<file path="config.mk">
export PLATFORM = sky130hd
export DESIGN_NAME = exc_seq_flat
export DESIGN_NICKNAME = d
export VERILOG_FILES = /design/src/rtl/exc_seq_pkg.sv /design/src/rtl/exc_seq_if.sv /design/src/rtl/exc_seq.sv /design/src/flat_wrapper.sv
export SDC_FILE = /design/constraint.sdc
export NUM_CORES = 1
export LEC_CHECK = 0
export ABC_AREA = 1
export BUFFER_PORTS_ARGS = -buffer_cell sky130_fd_sc_hd__buf_2
export CORE_MARGIN = 4
export CORE_UTILIZATION = 43
export DETAILED_ROUTE_END_ITERATION = 12
export PLACE_DENSITY = 0.7
export SLEW_MARGIN = 10
export SYNTH_ARGS = -nofsm -noshare
export SYNTH_HDL_FRONTEND = slang
export SYNTH_SLANG_ARGS = --single-unit
</file>
<file path="constraint.sdc">
create_clock -name clk -period 7.3 [get_ports clk]
set_input_delay 1.825 -clock clk [delete_from_list [all_inputs] [get_ports clk]]
set_output_delay 1.825 -clock clk [all_outputs]
set_load 0.01 [all_outputs]
</file>
<file path="src/rtl/exc_seq_pkg.sv">
// Shared CP0 defines for the exception sequencer: register addresses, vectors,
// Status bit positions and the Cause update helper.
package exc_seq_pkg;

  localparam logic [4:0]  CP0_BADVADDR = 5'd8;
  localparam logic [4:0]  CP0_STATUS   = 5'd12;
  localparam logic [4:0]  CP0_CAUSE    = 5'd13;
  localparam logic [4:0]  CP0_EPC      = 5'd14;

  localparam logic [31:0] VEC_BOOT     = 32'hBFC0_0380;
  localparam logic [31:0] VEC_NORMAL   = 32'h8000_0180;

  localparam int STATUS_EXL = 1;
  localparam int STATUS_BEV = 22;

  typedef enum logic {KIND_EXC, KIND_ERET} kind_e;

  // BD is only recorded for a first-level exception; nested ones keep the old BD.
  function automatic logic [31:0] cause_update(input logic [31:0] cause,
                                               input logic [4:0]  code,
                                               input logic        bd,
                                               input logic        exl);
    logic [31:0] c;
    c      = cause;
    c[6:2] = code;
    if (!exl) c[31] = bd;
    return c;
  endfunction

  function automatic logic [31:0] exc_vector(input logic bev);
    return bev ? VEC_BOOT : VEC_NORMAL;
  endfunction

endpackage

</file>
<file path="src/rtl/exc_seq_if.sv">
// Request / CP0 write / redirect bundle between the pipeline and the exception sequencer.
interface exc_seq_if;
  logic        exc_req;
  logic [4:0]  exc_code;
  logic [31:0] exc_pc;
  logic        exc_bd;
  logic        exc_badva_vld;
  logic [31:0] exc_badva;
  logic        eret_req;
  logic [31:0] cp0_status;
  logic [31:0] cp0_cause;
  logic [31:0] cp0_epc;
  logic        cp0_wen;
  logic [4:0]  cp0_waddr;
  logic [31:0] cp0_wdata;
  logic        busy;
  logic        redirect_vld;
  logic [31:0] redirect_pc;
  logic        exc_ack;

  modport master (
    output exc_req, exc_code, exc_pc, exc_bd, exc_badva_vld, exc_badva, eret_req,
           cp0_status, cp0_cause, cp0_epc,
    input  cp0_wen, cp0_waddr, cp0_wdata, busy, redirect_vld, redirect_pc, exc_ack
  );

  modport slave (
    input  exc_req, exc_code, exc_pc, exc_bd, exc_badva_vld, exc_badva, eret_req,
           cp0_status, cp0_cause, cp0_epc,
    output cp0_wen, cp0_waddr, cp0_wdata, busy, redirect_vld, redirect_pc, exc_ack
  );
endinterface

</file>
<file path="src/rtl/exc_seq.sv">
// Exception entry / ERET sequencer: snapshots the request, walks the CP0 writes one
// per cycle, then issues a single redirect+ack strobe.
//
// state    | meaning
// IDLE     | waiting for exc_req / eret_req
// W_BADVA  | writing BadVAddr
// W_CAUSE  | writing Cause (ExcCode, BD)
// W_EPC    | writing EPC (first-level exceptions only)
// W_STATUS | writing Status with EXL set
// E_STATUS | ERET: writing Status with EXL cleared
// REDIRECT | redirect_vld + exc_ack for one cycle
module exc_seq
  import exc_seq_pkg::*;
(
  input logic     clk,
  input logic     rst,
  exc_seq_if.slave bus
);

  typedef enum logic [2:0] {
    S_IDLE, S_W_BADVA, S_W_CAUSE, S_W_EPC, S_W_STATUS, S_E_STATUS, S_REDIRECT
  } state_e;

  state_e      state_q;
  kind_e       kind_q;
  logic [4:0]  code_q;
  logic [31:0] pc_q;
  logic        bd_q;
  logic [31:0] status_q;
  logic [31:0] cause_q;
  logic [31:0] epc_q;

  logic        busy_q;
  logic        wen_q;
  logic [4:0]  waddr_q;
  logic [31:0] wdata_q;
  logic        redir_vld_q;
  logic [31:0] redir_pc_q;

  // Outputs are registered alongside the state, so each branch loads the
  // outputs that belong to the state being entered.
  always_ff @(posedge clk or posedge rst) begin
    if (rst) begin
      state_q     <= S_IDLE;
      kind_q      <= KIND_EXC;
      code_q      <= '0;
      pc_q        <= '0;
      bd_q        <= 1'b0;
      status_q    <= '0;
      cause_q     <= '0;
      epc_q       <= '0;
      busy_q      <= 1'b0;
      wen_q       <= 1'b0;
      waddr_q     <= '0;
      wdata_q     <= '0;
      redir_vld_q <= 1'b0;
      redir_pc_q  <= '0;
    end else begin
      busy_q      <= 1'b1;
      wen_q       <= 1'b0;
      waddr_q     <= '0;
      wdata_q     <= '0;
      redir_vld_q <= 1'b0;
      redir_pc_q  <= '0;
      case (state_q)
        S_IDLE: begin
          busy_q <= 1'b0;
          if (bus.exc_req) begin
            kind_q   <= KIND_EXC;
            code_q   <= bus.exc_code;
            pc_q     <= bus.exc_pc;
            bd_q     <= bus.exc_bd;
            status_q <= bus.cp0_status;
            cause_q  <= bus.cp0_cause;
            busy_q   <= 1'b1;
            wen_q    <= 1'b1;
            if (bus.exc_badva_vld) begin
              state_q <= S_W_BADVA;
              waddr_q <= CP0_BADVADDR;
              wdata_q <= bus.exc_badva;
            end else begin
              state_q <= S_W_CAUSE;
              waddr_q <= CP0_CAUSE;
              wdata_q <= cause_update(bus.cp0_cause, bus.exc_code, bus.exc_bd,
                                      bus.cp0_status[STATUS_EXL]);
            end
          end else if (bus.eret_req) begin
            kind_q   <= KIND_ERET;
            status_q <= bus.cp0_status;
            epc_q    <= bus.cp0_epc;
            state_q  <= S_E_STATUS;
            busy_q   <= 1'b1;
            wen_q    <= 1'b1;
            waddr_q  <= CP0_STATUS;
            wdata_q  <= bus.cp0_status & ~(32'd1 << STATUS_EXL);
          end
        end
        S_W_BADVA: begin
          state_q <= S_W_CAUSE;
          wen_q   <= 1'b1;
          waddr_q <= CP0_CAUSE;
          wdata_q <= cause_update(cause_q, code_q, bd_q, status_q[STATUS_EXL]);
        end
        S_W_CAUSE: begin
          wen_q <= 1'b1;
          if (!status_q[STATUS_EXL]) begin
            state_q <= S_W_EPC;
            waddr_q <= CP0_EPC;
            wdata_q <= pc_q;
          end else begin
            state_q <= S_W_STATUS;
            waddr_q <= CP0_STATUS;
            wdata_q <= status_q | (32'd1 << STATUS_EXL);
          end
        end
        S_W_EPC: begin
          state_q <= S_W_STATUS;
          wen_q   <= 1'b1;
          waddr_q <= CP0_STATUS;
          wdata_q <= status_q | (32'd1 << STATUS_EXL);
        end
        S_W_STATUS, S_E_STATUS: begin
          state_q     <= S_REDIRECT;
          redir_vld_q <= 1'b1;
          redir_pc_q  <= (kind_q == KIND_ERET) ? epc_q : exc_vector(status_q[STATUS_BEV]);
        end
        default: begin
          state_q <= S_IDLE;
          busy_q  <= 1'b0;
        end
      endcase
    end
  end

  assign bus.busy         = busy_q;
  assign bus.cp0_wen      = wen_q;
  assign bus.cp0_waddr    = waddr_q;
  assign bus.cp0_wdata    = wdata_q;
  assign bus.redirect_vld = redir_vld_q;
  assign bus.redirect_pc  = redir_pc_q;
  assign bus.exc_ack      = redir_vld_q;

endmodule

</file>
<file path="src/flat_wrapper.sv">
// flat-port wrapper written by rule: the top's interface ports become plain ports
module exc_seq_flat import exc_seq_pkg::*;
  (clk, rst, bus_exc_req, bus_exc_code, bus_exc_pc, bus_exc_bd, bus_exc_badva_vld, bus_exc_badva, bus_eret_req, bus_cp0_status, bus_cp0_cause, bus_cp0_epc, bus_cp0_wen, bus_cp0_waddr, bus_cp0_wdata, bus_busy, bus_redirect_vld, bus_redirect_pc, bus_exc_ack);
  exc_seq_if bus_i ();
  input logic clk;
  input logic rst;
  input wire logic [$bits(bus_i.exc_req)-1:0] bus_exc_req;
  input wire logic [$bits(bus_i.exc_code)-1:0] bus_exc_code;
  input wire logic [$bits(bus_i.exc_pc)-1:0] bus_exc_pc;
  input wire logic [$bits(bus_i.exc_bd)-1:0] bus_exc_bd;
  input wire logic [$bits(bus_i.exc_badva_vld)-1:0] bus_exc_badva_vld;
  input wire logic [$bits(bus_i.exc_badva)-1:0] bus_exc_badva;
  input wire logic [$bits(bus_i.eret_req)-1:0] bus_eret_req;
  input wire logic [$bits(bus_i.cp0_status)-1:0] bus_cp0_status;
  input wire logic [$bits(bus_i.cp0_cause)-1:0] bus_cp0_cause;
  input wire logic [$bits(bus_i.cp0_epc)-1:0] bus_cp0_epc;
  output wire logic [$bits(bus_i.cp0_wen)-1:0] bus_cp0_wen;
  output wire logic [$bits(bus_i.cp0_waddr)-1:0] bus_cp0_waddr;
  output wire logic [$bits(bus_i.cp0_wdata)-1:0] bus_cp0_wdata;
  output wire logic [$bits(bus_i.busy)-1:0] bus_busy;
  output wire logic [$bits(bus_i.redirect_vld)-1:0] bus_redirect_vld;
  output wire logic [$bits(bus_i.redirect_pc)-1:0] bus_redirect_pc;
  output wire logic [$bits(bus_i.exc_ack)-1:0] bus_exc_ack;
  assign bus_i.exc_req = bus_exc_req;
  assign bus_i.exc_code = bus_exc_code;
  assign bus_i.exc_pc = bus_exc_pc;
  assign bus_i.exc_bd = bus_exc_bd;
  assign bus_i.exc_badva_vld = bus_exc_badva_vld;
  assign bus_i.exc_badva = bus_exc_badva;
  assign bus_i.eret_req = bus_eret_req;
  assign bus_i.cp0_status = bus_cp0_status;
  assign bus_i.cp0_cause = bus_cp0_cause;
  assign bus_i.cp0_epc = bus_cp0_epc;
  assign bus_cp0_wen = bus_i.cp0_wen;
  assign bus_cp0_waddr = bus_i.cp0_waddr;
  assign bus_cp0_wdata = bus_i.cp0_wdata;
  assign bus_busy = bus_i.busy;
  assign bus_redirect_vld = bus_i.redirect_vld;
  assign bus_redirect_pc = bus_i.redirect_pc;
  assign bus_exc_ack = bus_i.exc_ack;
  exc_seq u_core (.clk(clk), .rst(rst), .bus(bus_i));
endmodule
</file>
==> impl_results.md <==
- VDD IR max: 173.2 uV
- Clock latency on the worst-skew pair: around 0.50 ns
- Placement Setup Slack: about 3.4 ns
- # setup viols final: 0
- Worst Path Max Fanout: about 70
- Multi-input gate area: around 3200 sq um
- Fin util: between 50% and 60%
- Worst setup EP type: flop
- Gp weighted congestion: 0.8165
- Crit Path Class: in2reg
- RSZ-0062 raised after global routing: false
- DP Cell Count: between 1,500 and 2,000
- Mapped Nets: around 1,300
- Die area: between 20,000 and 25,000 sq um
- TritonCTS clock tree: yes
- DRC: 0
- Core footprint: a little over 20,000 sq um
- CTS Sinks: 204
- Pwr dens: 404.5 nW/um^2
- Clock buffer depth: 3
- Met1 Use GR: between 20% and 30%
- Slew @ Worst Pin: between 1 and 1.5 ns
- Synth async-reset ratio: 100.0%
- Relative slew slack: 24.79%
- Mapped Cells: around 1,100
- Sequential share of the synthesized area: slightly below 60%
- Count of pins over their slew limit: 0
- Fmax: between 200 and 300 MHz
- Period utilisation layout: a little under half
- Leakage: between 6 and 7 nW
- Die height: 151.2 um
- DRT Pass-1 Iters: 5
- Htree depth: 1
- Via/cell ratio: approximately 4.8
- Vias in the first global route: between 7,000 and 8,000
- Most used routing layer: met2
- Rows: 52
- Prevailing post-synth register cell: dfrtp_1
- Register Area: about 5100 sq um
- Post-CTS sizing: 0
- Final Hold Fails: 0
- Antenna violations before repair: 8
- I/O Buffers: about 240
- Mapped cell area: roughly 8800 sq um
- Ys Warns: 0
- Final min period: between 3 and 4 ns
- Total number of vias: 7,673
- Max-cap violations: 0
- Share of cells above drive strength 1: 23.11%
- Setup crit start kind: input pin
- Final nets: between 1,000 and 1,500
- Effective utilization at floorplan: 43.70%
- Die W: 151.2 um
- Layout area overhead: 23.99%
- DPL Wire Length: around 16,000 um
- Met2 usage: between 30 and 40%
- CTS root buf: clkbuf_16
- Final ANT Viol Nets: 0
- Total GRT Usage: between 20% and 30%
- Post-CTS setup buffer count: 0
- Post-synth EDFFs: 0
- Hold Buf Count CTS: 0
- Synth unique cells: 23
- DRT Wirelength: roughly 25,000 um
- Fin Setup TNS: 0 ns
- Status: finished, final reports clean
- Initial drt markers: 285
- Num ports: roughly 240
- Wirelength per Cell: 15.69 um
- Data arrival, critical path: roughly 3.8 ns
- GRT Residual Overflow: 0
- Finished Layout Cells: ~1,600
- Synthesized area per cell: 8.050 sq um
- Layout fillers: roughly 1,900
- Total power: between 0.004 and 0.005 W
- Worst hold path class: reg2reg
- Num CTS Buffers: 23
- First-pass GRT wire length: approximately 39,000 um
- Met3 Usage GRT: 4.847%
- Data required, critical path: between 7 and 8 ns
- Largest net degree at the start of global routing: around 70
- Post-Route Skew: between 0.009 and 0.01 ns
- Flops & latches, synth: about 200
- Clock-pin transition on the worst setup and hold timing paths: 0.06 ns
- Worst setup margin: 3.900 ns
==> per-stage QoR <==
step	cell area (sq um)	hold slack, ns
3_3_place_gp	10150	0.4535
3_5_place_dp	10150	0.4583
5_1_grt	10930	0.4867
6_report	10930	0.4708
4_1_cts	10920	0.4727
2_1_floorplan	8818	0.4417
==> cells in the mapped netlist (4+ instances only) <==
master	n	area share, %
buf_4	7	0.60
nor3_1	20	1.1
nand2_1	526	22
dfrtp_1	204	58
nor2_1	57	2.4
inv_1	70	3.0
o21ai_0	16	0.91
inv_2	4	0.17
buf_2	25	1.4
a21oi_1	26	1.5
clkbuf_1	22	0.94
a21oi_2	8	0.79
nor2_2	5	0.35
nand3_1	91	5.2
==> sequential cells by signal, summed over array words and instances, names as in the netlist <==
| name | flops |
|---|---|
| u_core.bus.cp0_wdata | 32 |
| u_core.bus.cp0_wen | 1 |
| u_core.cause_q | 27 |
| u_core.bd_q | 1 |
| u_core.bus.redirect_pc | 32 |
| u_core.bus.cp0_waddr | 4 |
| u_core.state_q | 3 |
| u_core.bus.busy | 1 |
| u_core.epc_q | 32 |
| u_core.kind_q | 1 |
| u_core.pc_q | 32 |
| u_core.code_q | 5 |
| u_core.bus.exc_ack | 1 |
| u_core.status_q | 32 |
==> logic make-up after synthesis <==
group,count (synthesis),synth area share (%)
simple gates,705,32.12
flops,204,57.91
buf+inv,131,6.487
compound gates,54,3.435
other cells,1,0.04254
==> final cells by class <==
| type | instances | area share [%] |
|---|---|---|
| clock buffers | 32 | 5.942 |
| diodes | 2 | 0.04579 |
| clock inverters | 8 | 1.110 |
| well taps | 270 | 3.091 |
| multi-input cells | 760 | 29.06 |
| repair buffers | 246 | 11.47 |
| inverters | 74 | 2.576 |
| flip-flops and latches | 204 | 46.71 |
==> routing by layer <==
metal	wire length, um	part of all wire (%)	vias up
li1	-	-	3789
met1	10740	43	3565
met2	11830	47	257
met3	1932	7.7	48
met4	447	1.8	14
met5	94	0.38	-
==> layout by cell type (no fill, tap or decap), drive strengths merged <==
| master | netlist | final |
|---|---|---|
| bufinv | 0 | 3 |
| clkinv | 0 | 4 |
| nand3 | 92 | 92 |
| conb | 1 | 1 |
| nand2 | 527 | 527 |
| clkbuf | 22 | 32 |
| o21a | 1 | 1 |
| diode | 0 | 2 |
| a21oi | 34 | 34 |
| nor2 | 63 | 63 |
| dfrtp | 204 | 204 |
| buf | 35 | 246 |
| inv | 74 | 74 |
| clkinvlp | 0 | 1 |
| nand4 | 2 | 2 |
| o21ai | 19 | 19 |
| nor3 | 21 | 21 |
==> power breakdown <==
| part | switching, W | internal, W |
|---|---|---|
| Sequential | 0.000214 | 0.00161 |
| Clock | 0.000452 | 0.000726 |
| Combinational | 0.000966 | 0.000456 |
==> critical path, cell delays in order <==
cell     delay, ns
buf_2         0.17
inv_1         0.13
nor2_4        0.11
buf_4         0.63
inv_2         0.29
buf_4         0.40
nand2_1       0.11
o21ai_1       0.07
==> worst paths after layout <==
kind,start,to,slack [ns],cells past startpoint
worst max-delay path,bus_exc_req,u_core.cause_q[31],3.90,8
worst min register to register,u_core.status_q[2],u_core.status_q[2],0.47,2
worst min-delay path,u_core.status_q[2],u_core.status_q[2],0.47,2
max in group asynchronous,rst,u_core.status_q[22],4.76,3
worst max register to register,u_core.state_q[0],u_core.status_q[19],4.73,6
min in group asynchronous,rst,u_core.bus.cp0_wdata[9],1.36,2
No activity file was read; power rests on OpenSTA's default activity.
